<file path="config.mk">
export PLATFORM = sky130hd
export DESIGN_NAME = axi_rd_default_slave
export DESIGN_NICKNAME = d
export VERILOG_FILES = /design/src/rtl/axi_rd_default_slave.sv
export SDC_FILE = /design/constraint.sdc
export NUM_CORES = 1
export LEC_CHECK = 0
export CORE_MARGIN = 3
export CORE_UTILIZATION = 30
export DETAILED_ROUTE_END_ITERATION = 10
export GPL_ROUTABILITY_DRIVEN = 0
export PLACE_DENSITY = 0.8
export SYNTH_ARGS = -nofsm -noshare
export SYNTH_HDL_FRONTEND = slang
export SYNTH_SLANG_ARGS = --single-unit
</file>
<file path="constraint.sdc">
create_clock -name ACLK -period 1.65 [get_ports ACLK]
set_input_delay 0.165 -clock ACLK [delete_from_list [all_inputs] [get_ports ACLK]]
set_output_delay 0.165 -clock ACLK [all_outputs]
set_load 0.005 [all_outputs]
</file>
<file path="src/rtl/axi_rd_default_slave.sv">
// AXI read-side default slave: accepts an AR request and answers ARLEN+1 DECERR beats with zero data.
// Optional DEFSLV_ERRLOG_EN adds ERR_CNT/ERR_ADDR logging of accepted requests.
module axi_rd_default_slave #(
    parameter int          ID_BITS     = 8,
    parameter int          LEN_BITS    = 4,
    parameter int          DATA_BITS   = 32,
    parameter logic [1:0]  RESP_DECERR = 2'b11
) (
    input  logic                 ACLK,
    input  logic                 ARESET,
    input  logic [ID_BITS-1:0]   ARID,
    input  logic [31:0]          ARADDR,
    input  logic [LEN_BITS-1:0]  ARLEN,
    input  logic [2:0]           ARSIZE,
    input  logic [1:0]           ARBURST,
    input  logic                 ARVALID,
    output logic                 ARREADY,
    output logic [ID_BITS-1:0]   RID,
    output logic [DATA_BITS-1:0] RDATA,
    output logic [1:0]           RRESP,
    output logic                 RLAST,
    output logic                 RVALID,
    input  logic                 RREADY
`ifdef DEFSLV_ERRLOG_EN
    ,
    output logic [15:0]          ERR_CNT,
    output logic [31:0]          ERR_ADDR
`endif
);

    typedef enum logic {IDLE = 1'b0, RESP = 1'b1} state_t;

    state_t              r_state;
    logic [ID_BITS-1:0]  r_id;
    logic [LEN_BITS-1:0] r_len;
    logic [LEN_BITS-1:0] r_beat_cnt;

    logic w_ar_hs;
    logic w_r_hs;
    logic w_last;

    // Outputs decode straight from state so an async reset silences the channel at once.
    assign ARREADY = (r_state == IDLE) && !ARESET;
    assign RVALID  = (r_state == RESP);
    assign w_last  = (r_beat_cnt == r_len);
    assign RLAST   = RVALID && w_last;
    assign RID     = r_id;
    assign RDATA   = '0;
    assign RRESP   = RESP_DECERR;

    assign w_ar_hs = ARVALID && ARREADY;
    assign w_r_hs  = RVALID && RREADY;

    always_ff @(posedge ACLK or posedge ARESET) begin
        if (ARESET) begin
            r_state    <= IDLE;
            r_id       <= '0;
            r_len      <= '0;
            r_beat_cnt <= '0;
        end else begin
            case (r_state)
                IDLE: begin
                    if (w_ar_hs) begin
                        r_id       <= ARID;
                        r_len      <= ARLEN;
                        r_beat_cnt <= '0;
                        r_state    <= RESP;
                    end
                end
                RESP: begin
                    if (w_r_hs) begin
                        if (w_last) r_state <= IDLE;
                        else        r_beat_cnt <= r_beat_cnt + 1'b1;
                    end
                end
                default: r_state <= IDLE;
            endcase
        end
    end

`ifdef DEFSLV_ERRLOG_EN
    always_ff @(posedge ACLK or posedge ARESET) begin
        if (ARESET) begin
            ERR_CNT  <= '0;
            ERR_ADDR <= '0;
        end else if (w_ar_hs) begin
            ERR_ADDR <= ARADDR;
            if (ERR_CNT != 16'hFFFF) ERR_CNT <= ERR_CNT + 16'd1;
        end
    end

    logic w_unused;
    assign w_unused = ^{ARSIZE, ARBURST};
`else
    // Size, burst type and address play no part in the response.
    logic w_unused;
    assign w_unused = ^{ARSIZE, ARBURST, ARADDR};
`endif

endmodule
</file>
==> results of run 1 <==
cell type report:
| class | instances | area [sq um] |
|---|---|---|
| well taps | 44 | 55.05 |
| fillers | 337 | 1851 |
| inverters | 2 | 7.507 |
| clock buffers | 4 | 26.28 |
| multi-input cells | 97 | 481.7 |
| repair buffers | 36 | 330.3 |
| flip-flops and latches | 17 | 426.7 |
state kept, by name, summed over array words and instances (netlist names):
register / cells
RID: 8
RVALID: 1
r_len: 4
r_beat_cnt: 4
layout by cell type, fill, tap and decap left out, types with 2 or more instances in the layout:
master | synthesis | layout
clkdlybuf4s50_1 | 0 | 25
nor4b_1 | 2 | 2
xor2_1 | 4 | 3
a311o_1 | 2 | 2
conb_1 | 2 | 34
buf_4 | 34 | 10
and3_1 | 2 | 2
nand2_1 | 42 | 42
mux2i_1 | 2 | 2
dfrtp_1 | 17 | 16
inv_1 | 2 | 2
clkbuf_4 | 0 | 3
through the flow:
stage                     cells  setup WS (ns)  setup TNS [ns]  hold WS, ns
final                       200        0.04082               0       0.2741
after global routing        200       -0.04408        -0.04408       0.3000
after CTS                   198       0.003861               0       0.2401
after detailed placement    193       -0.04236        -0.04236       0.4647
after global placement      193       -0.03089        -0.03089       0.4570
after floorplan             152         0.2007               0      0.09107
critical path: stages, from the launching register on:
cell	delay (ns)
dfrtp_1	0.41
xor2_1	0.19
nor4_4	0.30
and2_4	0.17
buf_2	0.10
synthesized netlist by cell type:
| cell type | count | area, sq um |
|---|---|---|
| and3_1 | 2 | 12.51 |
| xor2_1 | 4 | 35.03 |
| and2_2 | 1 | 7.510 |
| clkbuf_1 | 2 | 7.510 |
| nor4b_1 | 2 | 17.52 |
| nand4_1 | 1 | 6.260 |
| inv_1 | 2 | 7.510 |
| nand2_1 | 42 | 157.7 |
| nor2_1 | 2 | 7.510 |
| dfrtp_1 | 17 | 425.4 |
| ha_1 | 1 | 12.51 |
| conb_1 | 2 | 7.510 |
| buf_4 | 34 | 255.2 |
| nand2b_1 | 1 | 6.260 |
| and2_1 | 1 | 6.260 |
| nor4_4 | 1 | 21.27 |
| mux2i_1 | 2 | 20.02 |
| a311o_1 | 2 | 20.02 |
| a21o_1 | 1 | 7.510 |
power by group through the flow:
| stage | Sequential (mW) | Clock [mW] | Combinational [mW] |
|---|---|---|---|
| 2_1_floorplan | 0.779 | 0 | 0.545 |
| 3_3_place_gp | 0.765 | 0 | 0.957 |
| 3_5_place_dp | 0.779 | 0 | 0.971 |
| 4_1_cts | 0.777 | 0.225 | 1.01 |
| 5_1_grt | 0.802 | 0.241 | 1.16 |
| 6_report | 0.773 | 0.212 | 1.03 |
worst min-delay path by stage:
stage                          endpoint  cells after the start
after CTS                 r_beat_cnt[1]                      3
after floorplan                  RID[0]                      1
after global routing           r_len[2]                      3
final                     r_beat_cnt[1]                      3
after global placement           RID[1]                      2
after detailed placement         RID[7]                      2
kinds of logic after synthesis:
group	share of synthesized area, %
buf+inv	25.96
mux	1.923
compound gates	2.645
flops	40.87
other cells	0.7214
simple gates	23.32
fa+ha+maj	1.202
xor+xnor	3.365
metal layers:
layer,global-route usage [%],vias to the layer above
met1,11.61,334
met3,1.213,0
met5,0,-
met2,14.81,22
met4,3.958,0
li1,-,382
repair_timing:
item | 4_1_cts | 5_1_grt
pin swaps | 2 | 1
endpoints found under the setup margin | 2 | 2
gates resized for setup | 8 | 1
hold buffers | 0 | 0
buffers inserted | 1 | 2
==> flow_summary_export.csv, run 1 <==
group,metric,value,unit
run_status,status,"finished clean",
floorplan,fp.dieH,64.91,microns
clocking,cts_tree,"done",
placed_design,hpwl,1503,microns
power,clock_power_share,10.5,%
power,p_leak,0.6913,nW
clocking,cts_num_sinks,17,
placed_design,postPlaceCellArea,1266,sq um
drt,drt-met1-wl,728,microns
drt,dr.first_iter.drc_count,19,
drt,first_pass_iters,2,
sta,fin_crit,1.609,ns
sta,finalCritPeriodShare,97.53,%
setup_path,rr_worst_depth,5,
setup_path,timing.rr.start,"r_len[1]",
drt,top_layer_used,"met3",
floorplan,std_cell_rows,20,
setup_path,arrival,1.44,ns
floorplan,dieArea,4213,sq um
clocking,cts.path.max_buffers,2,
power,pwr_density_cell,1520,nW/um^2
synth,ys_seq_elements,17,
setup_path,regToRegEndpoint,"r_beat_cnt[2]",
synth,synth.avg_cell_area,8.675,sq um
global_route,grt_pass1_vias,658,
setup_path,cp-startpoint,"r_len[1]",
layout,utilization,41.77,%
synth,synth_cells,120,
layout,drive_above_1_share,12.18,%
floorplan,core_area,3178,sq um
global_route,grt_pass1_wl,3056,microns
floorplan,die_x,64.91,microns
sta,slew_viol_final,0,
worst_hold_path,hp-class,"input pin to asynchronous set/reset pin",
drt,drc_errors,0,
power,intPower,1.314,mW
synth,synth_cell_types,19,
clocking,cts_buffers,3,
drt,wl_per_cell,9.310,microns
global_route,grt-ovfl-total,0,
clocking,clk_pin_slew,0.09,ns
setup_path,critPathRequiredTime,1.48,ns
sta,rsz0062_at_grt,"true",
layout,diodes,0,
sta,fmax,621.4,MHz
drt,vias,738,
sta,skew,0.001686,ns
setup_path,crit_end,"RLAST",
placed_design,io_buffers,26,
power,ir_drop,0.4455,mV
global_route,grt.total_usage,8.975,%
clocking,insertion_delay,0.28,ns
floorplan,num_io_pins,98,
sta,setup_violations,0,
global_route,antenna_found_initial,0,
layout,layout.nets,211,
global_route,grt_max_degree,18,
setup_path,crit_type,"flip-flop to output port",
power,comb_power_share,51.2,%
layout,syn_to_final_growth,27.52,%
drt,antenna_left,0,
setup_path,start_kind,"flip-flop",
setup_path,regToRegSetupSlack,0.12,ns
layout,fin_area,1328,sq um
power,swShare,34.93,%
power,p_sw,0.7050,mW
power,sequentialPowerShare,38.3,%
drt,wl_met3,100,microns
flow_run,maxCapViolCount,0,
clocking,cts-root-buf,"clkbuf_4",
clocking,cts_max_level,1,
setup_path,endpoint_kind,"output port",
sta,finalHoldViolCount,0,
synth,synth_area,1041,sq um
drt,drt-total-wl,1862,microns
floorplan,start_util,32.76,%
drt,vias_per_cell,3.690,
synth,synth.yosys.warnings,0,
power,power,2.018,mW
setup_path,worst-path-max-fanout,2,
drt,wl_met2,1033,microns
synth,ys_seq_area_share,40.87,%
Power figures use the tool's default switching activity.
==> run 2, diff against run 1 <==
--- a/config.mk
+++ b/config.mk
@@ -10,6 +10,7 @@
 export DETAILED_ROUTE_END_ITERATION = 10
 export GPL_ROUTABILITY_DRIVEN = 0
 export PLACE_DENSITY = 0.8
+export SKIP_CTS_REPAIR_TIMING = 1
 export SYNTH_ARGS = -nofsm -noshare
 export SYNTH_HDL_FRONTEND = slang
 export SYNTH_SLANG_ARGS = --single-unit
==> run 2 against run 1 <==
Net effect: register-to-register slack hardly changed; global-route usage is 0.19 points lower; core utilization is 0.20 points lower; sequential share of layout area is 0.15 points higher; clock power hardly changed; final area is 0.47% lower; clock-buffer cell count stayed put; critical path depth stayed put; combinational power hardly changed; setup slack worse by 0.0057 ns; non-clock buffer count is 1 lower; flip-flop and latch count stayed put; highest routed layer unchanged.
==> flow_summary_export.csv, run 2 (synthesized netlist as in run 1, its figures left out) <==
group,metric,value,unit
run_status,status,"finished clean",
drt,dr.first_iter.drc_count,27,
floorplan,num_io_pins,98,
placed_design,pre_cts_ws,-0.04236,ns
sta,skew,0.001838,ns
layout,ff_latch_area,426.7,sq um
global_route,grt_pass1_wl,3001,microns
drt,vias,734,
clocking,insertion_delay,0.28,ns
setup_path,crit_type,"flip-flop to output port",
layout,fillers,335,
power,intPower,1.310,mW
sta,whs,0.2372,ns
placed_design,postPlaceCellArea,1266,sq um
setup_path,crit_chain,"xor2_2 -> nor4_4 -> and2_4 -> buf_6",
power,sequentialPowerShare,37.6,%
global_route,antenna_found_initial,0,
sta,fmax,619.3,MHz
setup_path,critPathTopFamily,"simple AND/OR/NAND/NOR gates",
sta,rsz0062_at_grt,"true",
setup_path,cpPeakStageDelay,0.42,ns
drt,wl_met2,1028,microns
floorplan,die_x,64.91,microns
clocking,cts_num_sinks,17,
power,swShare,34.99,%
floorplan,std_cell_rows,20,
layout,largest_register_ffs,8,
floorplan,start_util,32.76,%
power,p_sw,0.7052,mW
sta,setup-tns-final,0,ns
drt,top_layer_used,"met3",
clocking,cts_buffers,3,
setup_path,critPathBufInv,1,
power,p_leak,0.6868,nW
power,pwr_density_cell,1525,nW/um^2
drt,wl_met3,98,microns
setup_path,critPathRequiredTime,1.48,ns
setup_path,start_kind,"flip-flop",
placed_design,place_inst,193,
drt,drt-met1-wl,748,microns
layout,diodes,0,
clocking,cts-root-buf,"clkbuf_4",
drt,vias_per_cell,3.688,
setup_path,worst-path-max-fanout,2,
sta,finalHoldViolCount,0,
setup_path,endpoint_kind,"output port",
global_route,grt_max_degree,18,
setup_path,arrival,1.45,ns
power,power,2.015,mW
drt,wl_per_cell,9.422,microns
sta,setup_ws,0.03515,ns
drt,drt-total-wl,1875,microns
layout,multi_input_area,476.7,sq um
flow_run,maxCapViolCount,0,
layout,layout.nets,210,
layout,utilization,41.57,%
layout,syn_to_final_growth,26.92,%
placed_design,hpwl,1503,microns
clocking,clk_pin_slew,0.09,ns
layout,drive_above_1_share,11.61,%
worst_hold_path,hp-class,"input pin to asynchronous set/reset pin",
layout,fin_area,1321,sq um
sta,slew_viol_final,0,
floorplan,core_area,3178,sq um
global_route,grt.total_usage,8.786,%
drt,first_pass_iters,2,
sta,setup_violations,0,
clocking,cts_max_level,1,
drt,drc_errors,0,
global_route,grt-ovfl-total,0,
layout,final_common_cell,"nand2_1",
sta,fin_crit,1.615,ns
power,comb_power_share,51.8,%
drt,antenna_left,0,
clocking,cts.path.max_buffers,2,
global_route,grt_pass1_vias,644,
layout,mostFrequentLayoutCells,"42 x nand2_1, 34 x conb_1, 25 x clkdlybuf4s50_1",
setup_path,crit_slowest_cell,"dfrtp_1",
clocking,cts_tree,"done",
power,ir_drop,0.4191,mV
sta,finalCritPeriodShare,97.87,%
layout,stdcell_count,199,
floorplan,dieArea,4213,sq um
placed_design,io_buffers,26,
power,clock_power_share,10.5,%
floorplan,fp.dieH,64.91,microns
-- run 2: cell count changes in the layout (fill, tap and decap cells not counted), sizes merged --
cell  previous run  this run
buf             11        10
-- run 2: worst paths after layout --
path | start | to | slack, ns | depth (start not counted)
min in group ACLK | ARID[3] | RID[3] | 0.40 | 3
worst min-delay path | ARESET | r_beat_cnt[1] | 0.24 | 3
worst min register to register | RID[5] | RID[5] | 0.48 | 2
worst max register to register | r_len[3] | r_beat_cnt[2] | 0.11 | 5
worst max-delay path | r_len[3] | RLAST | 0.04 | 4
max in group asynchronous | ARESET | RVALID | 1.21 | 3
-- run 2: power groups by stage --
stage          registers (mW)  logic, mW  clock network, mW
2_1_floorplan           0.779      0.545                  0
3_3_place_gp            0.765      0.957                  0
3_5_place_dp            0.779      0.971                  0
4_1_cts                 0.769      0.975              0.225
5_1_grt                 0.787       1.17              0.241
6_report                0.758       1.04              0.213
-- run 2: per-layer routing --
metal	vias to the layer above	global-route usage, %
met5	-	0
met4	0	3.958
met3	0	1.040
met2	22	14.56
met1	332	11.37
li1	380	-
-- run 2: final cells by class --
type	count	share of cell area, %
Clock buffer	4	1.989
Sequential cell	17	32.29
Inverter	2	0.5682
Tap cell	44	4.167
Timing Repair Buffer	35	24.91
Multi-Input combinational cell	97	36.08
-- run 2: tightest hold or removal path, stage by stage --
cell and delay [ns]:
clkdlybuf4s50_1 0.43, inv_1 0.06, buf_4 0.23
==> run 3, diff against run 2 <==
--- a/config.mk
+++ b/config.mk
@@ -5,6 +5,7 @@
 export SDC_FILE = /design/constraint.sdc
 export NUM_CORES = 1
 export LEC_CHECK = 0
+export CAP_MARGIN = 40
 export CORE_MARGIN = 3
 export CORE_UTILIZATION = 30
 export DETAILED_ROUTE_END_ITERATION = 10
==> results of run 3 <==
Final layout, timing and power as in run 2 (identical DEF).
